===== src/rtl/mem_arbiter.sv =====
// Arbiter sharing one single-port memory between instruction fetch and data access.
// The data side has priority. A saturating streak counter bounds fetch starvation.
module mem_arbiter #(
  parameter int WORD_SIZE    = 16,
  parameter int MAX_D_STREAK = 4
) (
  input  logic                 clk,
  input  logic                 reset_n,
  input  logic                 i_req,
  input  logic [WORD_SIZE-1:0] i_address,
  output logic                 i_ack,
  output logic [WORD_SIZE-1:0] i_rdata,
  input  logic                 d_req,
  input  logic                 d_we,
  input  logic [WORD_SIZE-1:0] d_address,
  input  logic [WORD_SIZE-1:0] d_wdata,
  output logic                 d_ack,
  output logic [WORD_SIZE-1:0] d_rdata,
  output logic                 mem_readM,
  output logic                 mem_writeM,
  output logic [WORD_SIZE-1:0] mem_address,
  output logic [WORD_SIZE-1:0] mem_wdata,
  input  logic                 mem_ack,
  input  logic [WORD_SIZE-1:0] mem_rdata
);

  // state  | meaning
  // IDLE   | sample requests, grant one side
  // BUSY_I | fetch read in flight, waiting for mem_ack
  // BUSY_D | data read/write in flight, waiting for mem_ack
  // RESP_I | i_ack pulse, no grant this cycle
  // RESP_D | d_ack pulse, no grant this cycle
  typedef enum logic [2:0] {IDLE, BUSY_I, BUSY_D, RESP_I, RESP_D} state_t;

  localparam logic [2:0] MAX_STREAK = 3'(MAX_D_STREAK);

  state_t               state, state_nxt;
  logic [2:0]           streak, streak_nxt;
  logic                 rd_nxt, wr_nxt;
  logic [WORD_SIZE-1:0] addr_nxt, wdata_nxt, i_rdata_nxt, d_rdata_nxt;
  logic                 grant_d, grant_i;

  assign grant_d = d_req && (!i_req || (streak < MAX_STREAK));
  assign grant_i = i_req && !grant_d;

  assign i_ack = (state == RESP_I);
  assign d_ack = (state == RESP_D);

  always_ff @(posedge clk or negedge reset_n) begin
    if (!reset_n) begin
      state       <= IDLE;
      streak      <= 3'd0;
      mem_readM   <= 1'b0;
      mem_writeM  <= 1'b0;
      mem_address <= '0;
      mem_wdata   <= '0;
      i_rdata     <= '0;
      d_rdata     <= '0;
    end else begin
      state       <= state_nxt;
      streak      <= streak_nxt;
      mem_readM   <= rd_nxt;
      mem_writeM  <= wr_nxt;
      mem_address <= addr_nxt;
      mem_wdata   <= wdata_nxt;
      i_rdata     <= i_rdata_nxt;
      d_rdata     <= d_rdata_nxt;
    end
  end

  always_comb begin
    state_nxt   = state;
    streak_nxt  = streak;
    rd_nxt      = mem_readM;
    wr_nxt      = mem_writeM;
    addr_nxt    = mem_address;
    wdata_nxt   = mem_wdata;
    i_rdata_nxt = i_rdata;
    d_rdata_nxt = d_rdata;
    case (state)
      IDLE: begin
        if (!i_req) streak_nxt = 3'd0;
        if (grant_d) begin
          state_nxt = BUSY_D;
          addr_nxt  = d_address;
          wdata_nxt = d_wdata;
          rd_nxt    = !d_we;
          wr_nxt    = d_we;
          // Only D grants that make a pending fetch wait count toward the streak.
          if (i_req && (streak != MAX_STREAK)) streak_nxt = streak + 3'd1;
        end else if (grant_i) begin
          state_nxt  = BUSY_I;
          addr_nxt   = i_address;
          rd_nxt     = 1'b1;
          wr_nxt     = 1'b0;
          streak_nxt = 3'd0;
        end
      end
      BUSY_I: begin
        if (mem_ack) begin
          state_nxt   = RESP_I;
          rd_nxt      = 1'b0;
          wr_nxt      = 1'b0;
          i_rdata_nxt = mem_rdata;
        end
      end
      BUSY_D: begin
        if (mem_ack) begin
          state_nxt = RESP_D;
          rd_nxt    = 1'b0;
          wr_nxt    = 1'b0;
          if (mem_readM) d_rdata_nxt = mem_rdata;
        end
      end
      RESP_I, RESP_D: state_nxt = IDLE;
      default: state_nxt = IDLE;
    endcase
  end

endmodule

===== config.mk =====
export PLATFORM = sky130hd
export DESIGN_NAME = mem_arbiter
export DESIGN_NICKNAME = d
export VERILOG_FILES = /design/src/rtl/mem_arbiter.sv
export SDC_FILE = /design/constraint.sdc
export NUM_CORES = 1
export LEC_CHECK = 0
export ABC_AREA = 1
export CORE_ASPECT_RATIO = 0.9
export CORE_MARGIN = 8
export CORE_UTILIZATION = 34
export CTS_BUF_LIST = sky130_fd_sc_hd__clkbuf_8 sky130_fd_sc_hd__clkbuf_16
export DETAILED_ROUTE_END_ITERATION = 6
export GPL_TIMING_DRIVEN = 1
export MAX_ROUTING_LAYER = met4
export PLACE_DENSITY = 0.67
export REMOVE_ABC_BUFFERS = 1
export SLEW_MARGIN = 20
export SYNTH_ARGS = -nofsm -noshare
export SYNTH_HDL_FRONTEND = slang
export SYNTH_SLANG_ARGS = --single-unit

===== constraint.sdc =====
create_clock -name clk -period 1.9 [get_ports clk]
set_clock_uncertainty 0.05 [all_clocks]
set_input_delay 0.285 -clock clk [delete_from_list [all_inputs] [get_ports clk]]
set_output_delay 0.285 -clock clk [all_outputs]
set_load 0.1 [all_outputs]

==> key figures, run 1 <==
STA
  – Slew of the pin with the lowest slew margin: 0.589 ns
  – Unrepaired setup endpoints after global routing: false
  – TNS Setup: 0 ns
  – Fin. Hold Viols: 0
  – Minimum clock period: 1.75 ns
  – Period utilization: between 90% and 100%
  – Worst slew margin: between 60% and 70%
  – Final Setup Violations: 0
  – Max Freq: ~0.57 GHz
  – Max-slew violation count: 0

Worst hold path
  – Hold Path Class: reg -> reg

Worst setup path
  – CP peak stage delay: approximately 0.45 ns
  – Slowest-stage cell, CP: dfrtp_1
  – Crit Path Max Fanout: 5
  – Crit. End Element: primary output
  – Crit path DAT: approximately 1.4 ns
  – Worst Setup Start Kind: flop
  – WP data required: 1.56 ns
  – Crit Path Category: reg -> out
  – Cells along the critical path: inv_1, nor3_1, buf_12

Final layout
  – Ant. Diodes: 0
  – Final net count: approximately 560
  – Fill cells: 862
  – P&R area growth vs syn: 48.9%
  – Layout cells sized above 1: a little over a quarter
  – Layout Cells excl Fill: about 600
  – Final core utilization: 52.0%
  – Design Area, Final: about 4700 sq um

Placement
  – DP Cell Count: 594
  – GPL Wtd Cong: roughly 0.77
  – Port bufs: between 100 and 150
  – Post-DP HPWL: between 6 and 7 mm
  – Area after DPL: 4540 sq um

Global routing
  – Tot GR Track Use: 13.9%
  – Antenna violations before repair: 0
  – Number of global-route vias before repair: between 2,000 and 3,000
  – First-pass GRT wire length: 14.2 mm
  – Largest net degree at the start of global routing: 45
  – GRT overflow: 0

Yosys
  – Cells after synthesis: between 300 and 400
  – Sequential share of the synthesized area: between 50% and 60%
  – Avg Inst Size Synth: about 9.3 sq um
  – FF+latch count, synth: 72
  – Yosys Warn Count: 0
  – Syn Std Cell Area: between 3000 and 4000 sq um
  – Distinct cells, synth: 25

Route
  – TritonRoute pass-1 iters: 5
  – Drc violations: 0
  – Initial detailed-routing violation count: approximately 130
  – WL per Instance: 13.9 um
  – DRT Wirelength: between 8 and 9 mm
  – Drt via density: ~4.5
  – Antenna Nets Post-Route: 0
  – Via Count: roughly 2,800

Clock network
  – Worst skew pair latency: roughly 0.33 ns
  – CTS tree: done
  – Inserted Clock Buffers: 9
  – H-tree depth: 3
  – Clk root buf: clkbuf_8
  – Longest Clk Path Bufs: 2
  – Clock sinks: 72
  – CTS hold repair buffers: 1
  – Reg clk slew, reported paths: 0.07 ns
  – Postcts setup bufs: 0
  – Post-CTS Resized: 0

Status
  – Outcome: finished clean

Die
  – IO Pins: approximately 140
  – Die Y-Extent: approximately 110 um
  – DIE AREA: about 13,000 sq um
  – Die width: between 100 and 150 um
  – Core ar.: between 9000 and 10,000 sq um
  – Initial Util: between 30% and 40%
  – Row cnt: 33

Run
  – MaxCap Viol Count: 0
-- layout make-up --
cell class                      count  area (sq um)  area share [%]
Timing Repair Buffer              145          1320            27.9
Clock buffer                        9           124            2.61
Inverter                           30           115            2.43
Clock inverter                      7          72.6            1.53
Multi-Input combinational cell    226          1150            24.3
Tap cell                          122           153            3.22
Sequential cell                    72          1800            38.0
-- layer usage --
layer / track usage, % / routed length [um] / vias to the layer above
met5: - / 0 / -
met3: 4.88 / 490 / 10
met1: 16.7 / 3890 / 1280
met4: 3.01 / 119 / 0
li1: - / - / 1380
met2: 22.3 / 4020 / 99
-- critical path: cells and delay by family (launching register included) --
kind,cells,cell delay (ns)
buffers and inverters,2,0.31
and+or+nand+nor,1,0.33
DFF,1,0.45
-- sequential cells by signal, indices dropped and copies added, names as in the netlist --
| register | count |
|---|---|
| streak | 3 |
| i_rdata | 16 |
| mem_address | 16 |
| d_rdata | 16 |
| mem_writeM | 1 |
| mem_readM | 1 |
| state | 3 |
| mem_wdata | 16 |
-- final timing paths --
path / from / to / slack (ns) / cells past startpoint
hold reg to reg: mem_wdata[12] / mem_wdata[12] / 0.43 / 2
max in group asynchronous: reset_n / d_rdata[1] / 0.78 / 3
setup / recovery: state[1] / i_ack / 0.15 / 3
setup reg to reg: state[0] / mem_writeM / 0.31 / 7
hold / removal: mem_wdata[12] / mem_wdata[12] / 0.43 / 2
min in group asynchronous: reset_n / mem_wdata[3] / 0.46 / 2
-- synth_stat cells, drive strengths merged --
cell type | number | area, sq um
nor2 | 12 | 70.1
ha | 2 | 25.0
o21ai | 52 | 260
inv | 30 | 115
o22ai | 1 | 6.26
o211ai | 17 | 178
or2 | 16 | 100
nor3 | 2 | 10.0
nand3 | 7 | 35.0
dfrtp | 72 | 1800
a21oi | 4 | 31.3
buf | 13 | 105
nand2 | 113 | 437
clkbuf | 3 | 11.3
-- cells by family (layout without fill, tap and decap cells) --
| family | after synthesis | after routing | share of synthesized area [%] |
|---|---|---|---|
| and+or+nand+nor | 150 | 150 | 20.5 |
| buffers and inverters | 46 | 191 | 7.27 |
| adders and majority gates | 2 | 2 | 0.785 |
| AOI/OAI and AO/OA | 74 | 74 | 14.9 |
| DFF | 72 | 72 | 56.6 |
-- cell usage in the layout, fill, tap and decap left out, types with 8 or more instances in the layout --
cell type          n
inv_1             28
o211ai_2          10
or2_2             16
buf_4             71
nor2_1             8
clkbuf_8           9
o21ai_0           49
dfrtp_1           72
clkdlybuf4s50_1   68
nand2_1          110
-- metrics by stage --
| step | hold slack (ns) | setup slack [ns] |
|---|---|---|
| after CTS | 0.417 | 0.122 |
| after floorplan | -0.0606 | -0.989 |
| final | 0.427 | 0.145 |
| after global routing | 0.417 | 0.0434 |
| after global placement | 0.270 | 0.144 |
| after detailed placement | 0.281 | 0.104 |
Power of run 1 is not shown: default switching activity piles up to over one toggle a cycle in this logic, so the estimate is an artifact.
==> run 2, diff against run 1 <==
CAP_MARGIN = 20   (was default)
==> results of run 2 <==
Final layout, timing and power as in run 1 (identical DEF).
Power of run 2 is left out for the same reason.
